$ cat src/rtl/alu_mc.sv
// alu_mc: multi-cycle ALU with registered result, status flags and error.
// Define ALU_MUL_EN to build the iterative shift-add multiplier (MULA).
package alu_mc_pkg;
    localparam logic [5:0] OP_NOP  = 6'h00;
    localparam logic [5:0] OP_LDCA = 6'h01;
    localparam logic [5:0] OP_LDCB = 6'h02;
    localparam logic [5:0] OP_LDA  = 6'h03;
    localparam logic [5:0] OP_LDB  = 6'h04;
    localparam logic [5:0] OP_STA  = 6'h05;
    localparam logic [5:0] OP_STB  = 6'h06;
    localparam logic [5:0] OP_ADDA = 6'h07;
    localparam logic [5:0] OP_ADDB = 6'h08;
    localparam logic [5:0] OP_SUBA = 6'h09;
    localparam logic [5:0] OP_ANDA = 6'h0A;
    localparam logic [5:0] OP_ORA  = 6'h0B;
    localparam logic [5:0] OP_XORA = 6'h0C;
    localparam logic [5:0] OP_NOTA = 6'h0D;
    localparam logic [5:0] OP_SHLA = 6'h0E;
    localparam logic [5:0] OP_SHRA = 6'h0F;
    localparam logic [5:0] OP_MULA = 6'h10;
endpackage

module alu_mc
    import alu_mc_pkg::*;
#(
    parameter int DATA_W = 8,
    parameter int OPC_W  = 6
) (
    input  logic              clk,
    input  logic              reset,
    input  logic [OPC_W-1:0]  opcode,
    input  logic [DATA_W-1:0] in1,
    input  logic [DATA_W-1:0] in2,
    input  logic              in_valid,
    output logic              in_ready,
    output logic              out_valid,
    output logic [DATA_W-1:0] rWrData,
    output logic              flag_c,
    output logic              flag_z,
    output logic              flag_n,
    output logic              flag_v,
    output logic              err
);

    localparam int MSB = DATA_W - 1;

    logic              accept;
    logic              is_mul;
    logic [DATA_W:0]   sum;
    logic [DATA_W:0]   dif;
    logic [DATA_W:0]   shl;
    logic [DATA_W:0]   shr;
    logic [DATA_W-1:0] alu_res;
    logic              alu_c;
    logic              alu_v;
    logic              alu_err;
    logic              wb_en;
    logic [DATA_W-1:0] wb_res;
    logic              wb_c;
    logic              wb_v;
    logic              wb_err;

    assign accept = in_valid & in_ready;

    // Extra bit on each side catches the last bit shifted out; amounts
    // above DATA_W shift zeros through it, giving carry 0.
    assign sum = {1'b0, in1} + {1'b0, in2};
    assign dif = {1'b0, in1} - {1'b0, in2};
    assign shl = {1'b0, in1} << in2;
    assign shr = {in1, 1'b0} >> in2;

    always_comb begin
        alu_res = '0;
        alu_c   = 1'b0;
        alu_v   = 1'b0;
        alu_err = 1'b0;
        unique case (opcode)
            OPC_W'(OP_NOP), OPC_W'(OP_LDCA), OPC_W'(OP_LDCB),
            OPC_W'(OP_LDA), OPC_W'(OP_LDB): alu_res = '0;
            OPC_W'(OP_STA): alu_res = in1;
            OPC_W'(OP_STB): alu_res = in2;
            OPC_W'(OP_ADDA), OPC_W'(OP_ADDB): begin
                {alu_c, alu_res} = sum;
                alu_v = (in1[MSB] == in2[MSB]) & (sum[MSB] != in1[MSB]);
            end
            OPC_W'(OP_SUBA): begin
                {alu_c, alu_res} = dif;
                alu_v = (in1[MSB] != in2[MSB]) & (dif[MSB] != in1[MSB]);
            end
            OPC_W'(OP_ANDA): alu_res = in1 & in2;
            OPC_W'(OP_ORA):  alu_res = in1 | in2;
            OPC_W'(OP_XORA): alu_res = in1 ^ in2;
            OPC_W'(OP_NOTA): alu_res = ~in1;
            OPC_W'(OP_SHLA): {alu_c, alu_res} = shl;
            OPC_W'(OP_SHRA): {alu_res, alu_c} = shr;
            default: alu_err = 1'b1;
        endcase
    end

`ifdef ALU_MUL_EN
    localparam int CNT_W = $clog2(DATA_W) + 1;

    typedef enum logic [0:0] {S_IDLE, S_MUL} state_t;

    state_t              state, state_nx;
    logic [2*DATA_W-1:0] acc, acc_nx;
    logic [2*DATA_W-1:0] mcand, mcand_nx;
    logic [DATA_W-1:0]   mplier, mplier_nx;
    logic [CNT_W-1:0]    cnt, cnt_nx;
    logic                mul_done;

    assign in_ready = (state == S_IDLE);
    assign is_mul   = (opcode == OPC_W'(OP_MULA));

    always_ff @(posedge clk) begin
        if (!reset) begin
            state  <= S_IDLE;
            acc    <= '0;
            mcand  <= '0;
            mplier <= '0;
            cnt    <= '0;
        end else begin
            state  <= state_nx;
            acc    <= acc_nx;
            mcand  <= mcand_nx;
            mplier <= mplier_nx;
            cnt    <= cnt_nx;
        end
    end

    always_comb begin
        state_nx  = state;
        acc_nx    = acc;
        mcand_nx  = mcand;
        mplier_nx = mplier;
        cnt_nx    = cnt;
        mul_done  = 1'b0;
        unique case (state)
            S_IDLE: begin
                if (accept && is_mul) begin
                    state_nx  = S_MUL;
                    acc_nx    = '0;
                    mcand_nx  = {{DATA_W{1'b0}}, in1};
                    mplier_nx = in2;
                    cnt_nx    = '0;
                end
            end
            S_MUL: begin
                // One partial product per cycle; the last one is folded
                // straight into the writeback on the final edge.
                acc_nx    = acc + (mplier[0] ? mcand : '0);
                mcand_nx  = mcand << 1;
                mplier_nx = mplier >> 1;
                cnt_nx    = cnt + 1'b1;
                if (cnt == CNT_W'(DATA_W - 1)) begin
                    mul_done = 1'b1;
                    state_nx = S_IDLE;
                end
            end
            default: state_nx = S_IDLE;
        endcase
    end

    always_comb begin
        wb_en  = 1'b0;
        wb_res = alu_res;
        wb_c   = alu_c;
        wb_v   = alu_v;
        wb_err = alu_err;
        if (mul_done) begin
            wb_en  = 1'b1;
            wb_res = acc_nx[DATA_W-1:0];
            wb_c   = |acc_nx[2*DATA_W-1:DATA_W];
            wb_v   = 1'b0;
            wb_err = 1'b0;
        end else if (accept && !is_mul) begin
            wb_en = 1'b1;
        end
    end
`else
    assign in_ready = 1'b1;
    assign is_mul   = 1'b0;

    always_comb begin
        wb_en  = accept & ~is_mul;
        wb_res = alu_res;
        wb_c   = alu_c;
        wb_v   = alu_v;
        wb_err = alu_err;
    end
`endif

    always_ff @(posedge clk) begin
        if (!reset) begin
            out_valid <= 1'b0;
            rWrData   <= '0;
            flag_c    <= 1'b0;
            flag_z    <= 1'b0;
            flag_n    <= 1'b0;
            flag_v    <= 1'b0;
            err       <= 1'b0;
        end else begin
            out_valid <= wb_en;
            if (wb_en) begin
                rWrData <= wb_res;
                flag_c  <= wb_c;
                flag_z  <= (wb_res == '0);
                flag_n  <= wb_res[MSB];
                flag_v  <= wb_v;
                err     <= wb_err;
            end
        end
    end

endmodule

$ cat config.mk
export PLATFORM = sky130hd
export DESIGN_NAME = alu_mc
export DESIGN_NICKNAME = d
export VERILOG_FILES = /design/src/rtl/alu_mc.sv
export SDC_FILE = /design/constraint.sdc
export NUM_CORES = 1
export LEC_CHECK = 0
export ABC_CLOCK_PERIOD_IN_PS = 2850
export CORE_UTILIZATION = 66
export DETAILED_ROUTE_END_ITERATION = 8
export DONT_BUFFER_PORTS = 1
export PLACE_DENSITY = 0.82
export SKIP_LAST_GASP = 1
export SYNTH_ARGS = -nofsm -noshare
export SYNTH_HDL_FRONTEND = slang
export SYNTH_SLANG_ARGS = --single-unit
export TNS_END_PERCENT = 50
$ cat constraint.sdc
create_clock -name clk -period 2.85 [get_ports clk]
set_input_delay 0.285 -clock clk [delete_from_list [all_inputs] [get_ports clk]]
set_output_delay 0.285 -clock clk [all_outputs]
set_load 0.02 [all_outputs]
==> impl_metrics.env <==
export IMPL_setup_worst_path_start="in1[0]"
export IMPL_std_cell_rows=22
export IMPL_pin_count_of_the_biggest_net_entering_global_routing=24
export IMPL_worstRegToRegCells=2
export IMPL_floorplan_die_area_um2=4040
export IMPL_synth_async_sr_flop_share=0
export IMPL_gr_usage_all_layers=0.367
export IMPL_rr_startpoint="err"
export IMPL_grtUsageMet3=0.0507
export IMPL_antennaDiodeCount=0
export IMPL_power_switching_share=0.362
export IMPL_wl_um=7180
export IMPL_numCtsBuffers=3
export IMPL_postRouteAntennaNets=0
export IMPL_post_cts_setup_buffer_count=0
export IMPL_reg2reg_slack_ns=1.95
export IMPL_drt_pass1_iter_count=6
export IMPL_ys_warnings_count=0
export IMPL_worst_slew_margin_rel=0.370
export IMPL_drc=0
export IMPL_timing_critical_path_required_ns=3.04
export IMPL_timing_final_ws_setup_ns=0.476
export IMPL_grt_most_used_layer="met2"
export IMPL_crit_path_buf_inv_count=2
export IMPL_max_clock_path_buffers=2
export IMPL_synth_edf_count=0
export IMPL_effective_utilization_at_floorplan=0.684
export IMPL_internal_dissipation_w=0.000417
export IMPL_io_pins=40
export IMPL_startpoint_type="input pin"
export IMPL_hold_viol_final=0
export IMPL_max_vdd_ir_drop_uv=98.6
export IMPL_drt_first_iter_violations=220
export IMPL_synth_seq_cells=13
export IMPL_comb_power_share=0.416
export IMPL_p_clk_frac=0.253
export IMPL_dieHeight_um=63.6
export IMPL_wl_per_cell_um=20.3
export IMPL_cp_data_arrival_time_ns=2.56
export IMPL_critical_path_max_stage_delay_ns=0.42
export IMPL_startpoint_to_endpoint_class_of_the_critical_path="in2reg"
export IMPL_average_vias_per_placed_instance=7.54
export IMPL_finClkSkew_ns=0
export IMPL_worst_setup_path_endpoint="flag_z"
export IMPL_outcome="complete, no violations"
export IMPL_synth_net_count=377
export IMPL_final_net_count=358
export IMPL_cap_violations=0
export IMPL_holdCritPathClass="in2reg"
export IMPL_grt_first_pass_wirelength_um=11800
export IMPL_synth_cells=325
export IMPL_finalMaxSlewViolations=0
export IMPL_post_place_ws_ns=0.285
export IMPL_seq_area_frac_synth=0.104
export IMPL_cts_resized=0
export IMPL_fmax_mhz=421
export IMPL_tightest_pin_transition_ns=0.942
export IMPL_syn_area_per_cell_um2=7.70
export IMPL_totalPowerFinal_w=0.000653
export IMPL_core_area_um2=3660
export IMPL_place_detailed_hpwl_um=5380
export IMPL_cts_hold_buffers_added=0
export IMPL_syn2layout_area_growth_pct=-0.0500
export IMPL_first_global_vias=2520
export IMPL_relative_contribution_of_sequential_cells_to_total_power=0.331
export IMPL_crit_path_top_delay_cell="sky130_fd_sc_hd__a2111oi_2"
export IMPL_finalWeightedCongestion=1.08
export IMPL_globalRouteMet2Util=0.601
export IMPL_path_common_cell="sky130_fd_sc_hd__inv_1"
export IMPL_holdWs_ns=0.132
export IMPL_die_x_um=63.6
export IMPL_leakagePower_nw=1.01
export IMPL_path_delay_family="simple AND/OR/NAND/NOR gates"
export IMPL_cts_reportedPaths_clkPinSlew_ns=0.05
export IMPL_period_share=0.833
export IMPL_cellPowerDensity_nw_per_um2=261
export IMPL_port_buffers=0
export IMPL_cts_tree="done"
export IMPL_cts_sink_count=13
export IMPL_critical_path_cell_chain="inv_1 > ha_1 > inv_1 > fa_1 > nor3b_1 > nor3_1 > o221ai_1 > a2111oi_2 > nand2_1 > nor4_1 > a32o_2"
export IMPL_rsz0062_at_grt="no"
export IMPL_power_net_switching_w=0.000236
export IMPL_period_minus_slack_ns=2.37
export IMPL_route_vias_total=2662
export IMPL_reg2reg_to="err"
export IMPL_post_synth_num_cell_types=64
export IMPL_setup_tns_final_ns=0
export IMPL_grt_remaining_overflow=0
export IMPL_initial_antenna_violation_count=0
export IMPL_worst_setup_path_end_kind="flip-flop"
export IMPL_synthFlopType="sky130_fd_sc_hd__dfxtp_1"
export IMPL_setup_viol=0
export IMPL_syn_cell_area_um2=2500
export IMPL_layout_drive_gt1_share=0.0984
export IMPL_ctsHtreeMaxLevel=1
export IMPL_crit_path_max_fanout=10
export IMPL_cts_root_buffer="sky130_fd_sc_hd__clkbuf_8"
export IMPL_path_depth=11
export IMPL_clock_latency_ns=0.24
export IMPL_groute_layer_met1_usage=0.473
[cells in the final DEF (no fill, tap or decap), types with 3 or more instances in the layout]
cell,synthesis,final
sky130_fd_sc_hd__a21oi_1,29,29
sky130_fd_sc_hd__ha_1,25,25
sky130_fd_sc_hd__inv_1,23,23
sky130_fd_sc_hd__nor2_1,22,22
sky130_fd_sc_hd__nand2_1,22,22
sky130_fd_sc_hd__dfxtp_1,13,13
sky130_fd_sc_hd__nand3_1,12,12
sky130_fd_sc_hd__o21ai_0,10,10
sky130_fd_sc_hd__nor3_1,9,9
sky130_fd_sc_hd__mux4_2,9,9
sky130_fd_sc_hd__nand4_1,9,9
sky130_fd_sc_hd__and2_1,7,7
sky130_fd_sc_hd__mux2i_1,7,7
sky130_fd_sc_hd__a221oi_1,6,6
sky130_fd_sc_hd__a21o_1,6,6
sky130_fd_sc_hd__a22o_1,6,6
sky130_fd_sc_hd__nor2b_1,5,5
sky130_fd_sc_hd__o2bb2ai_1,5,5
sky130_fd_sc_hd__a211oi_1,4,4
sky130_fd_sc_hd__buf_4,2,4
sky130_fd_sc_hd__o22ai_1,3,3
sky130_fd_sc_hd__nor4_1,3,3
sky130_fd_sc_hd__a221o_1,3,3
sky130_fd_sc_hd__o31ai_1,3,3
sky130_fd_sc_hd__a2111oi_0,3,3
sky130_fd_sc_hd__xnor2_1,3,3
sky130_fd_sc_hd__clkbuf_8,0,3
[registers in the layout, indices dropped and copies added, names as in the netlist]
| register | cells |
|---|---|
| err | 1 |
| flag_c | 1 |
| rWrData | 8 |
| flag_v | 1 |
| flag_z | 1 |
| out_valid | 1 |
[worst reg2reg max path, cell delays in order (launching register included)]
cell and delay, ns:
sky130_fd_sc_hd__dfxtp_1 0.45, sky130_fd_sc_hd__nor2_1 0.08, sky130_fd_sc_hd__a211oi_1 0.27
[metal layers]
metal / vias to the layer above / part of all wire
li1: 1186 / -
met1: 1235 / 0.39
met2: 200 / 0.46
met3: 41 / 0.11
met4: 0 / 0.036
met5: - / 0
[power groups by stage]
stage / sequential, W / clock [W] / combinational [W]
6_report: 0.000216 / 0.000165 / 0.000272
3_3_place_gp: 0.000220 / 0 / 0.000253
3_5_place_dp: 0.000220 / 0 / 0.000261
2_1_floorplan: 0.000217 / 0 / 0.000243
5_1_grt: 0.000218 / 0.000178 / 0.000295
4_1_cts: 0.000216 / 0.000166 / 0.000263
[cell type report]
class / instances / area, um^2
well taps: 48 / 60.1
clock buffers: 4 / 45.0
repair buffers: 4 / 30.0
flip-flops and latches: 13 / 260
fillers: 322 / 1160
multi-input cells: 260 / 2020
inverters: 24 / 90.1
[synth_stat cells (3+ instances only)]
master | count | share of area
sky130_fd_sc_hd__a21oi_1 | 29 | 0.058
sky130_fd_sc_hd__ha_1 | 25 | 0.12
sky130_fd_sc_hd__inv_1 | 23 | 0.034
sky130_fd_sc_hd__nand2_1 | 22 | 0.033
sky130_fd_sc_hd__nor2_1 | 22 | 0.033
sky130_fd_sc_hd__clkbuf_1 | 17 | 0.025
sky130_fd_sc_hd__dfxtp_1 | 13 | 0.10
sky130_fd_sc_hd__nand3_1 | 12 | 0.024
sky130_fd_sc_hd__o21ai_0 | 10 | 0.020
sky130_fd_sc_hd__mux4_2 | 9 | 0.081
sky130_fd_sc_hd__nand4_1 | 9 | 0.022
sky130_fd_sc_hd__nor3_1 | 9 | 0.018
sky130_fd_sc_hd__and2_1 | 7 | 0.017
sky130_fd_sc_hd__buf_2 | 7 | 0.014
sky130_fd_sc_hd__mux2i_1 | 7 | 0.028
sky130_fd_sc_hd__a21o_1 | 6 | 0.018
sky130_fd_sc_hd__a221oi_1 | 6 | 0.021
sky130_fd_sc_hd__a22o_1 | 6 | 0.021
sky130_fd_sc_hd__nor2b_1 | 5 | 0.012
sky130_fd_sc_hd__o2bb2ai_1 | 5 | 0.017
sky130_fd_sc_hd__a211oi_1 | 4 | 0.012
sky130_fd_sc_hd__a2111oi_0 | 3 | 0.010
sky130_fd_sc_hd__a221o_1 | 3 | 0.012
sky130_fd_sc_hd__nor4_1 | 3 | 0.0075
sky130_fd_sc_hd__o22ai_1 | 3 | 0.0075
sky130_fd_sc_hd__o31ai_1 | 3 | 0.0090
sky130_fd_sc_hd__xnor2_1 | 3 | 0.010
[worst min path at each step]
stage                  start          to  slack, ns  depth (start not counted)
global placement    in_valid  rWrData[0]       0.38                          1
CTS                 in_valid  rWrData[0]       0.13                          1
global route        in_valid  rWrData[0]       0.13                          1
detailed placement  in_valid  rWrData[0]       0.38                          1
finish              in_valid  rWrData[0]       0.13                          1
floorplan              reset   out_valid       0.41                          1
[cell families after synthesis]
family,Yosys count,share of synthesized area
AO/OA/AOI/OAI,108,0.316
AND/OR/NAND/NOR,103,0.218
buffers and inverters,52,0.0904
adder cells (fa/ha/maj),27,0.141
multiplexers,18,0.118
flip-flops,13,0.104
XOR/XNOR,3,0.0105
other,1,0.00150
[stage by stage]
step           instances  utilization  instance area, um^2
5_1_grt              353        0.684                 2500
2_1_floorplan        325            -                 2500
4_1_cts              353        0.684                 2500
3_3_place_gp         349        0.671                 2460
3_5_place_dp         349        0.671                 2460
6_report             353        0.684                 2500
Power figures use the tool's default switching activity.
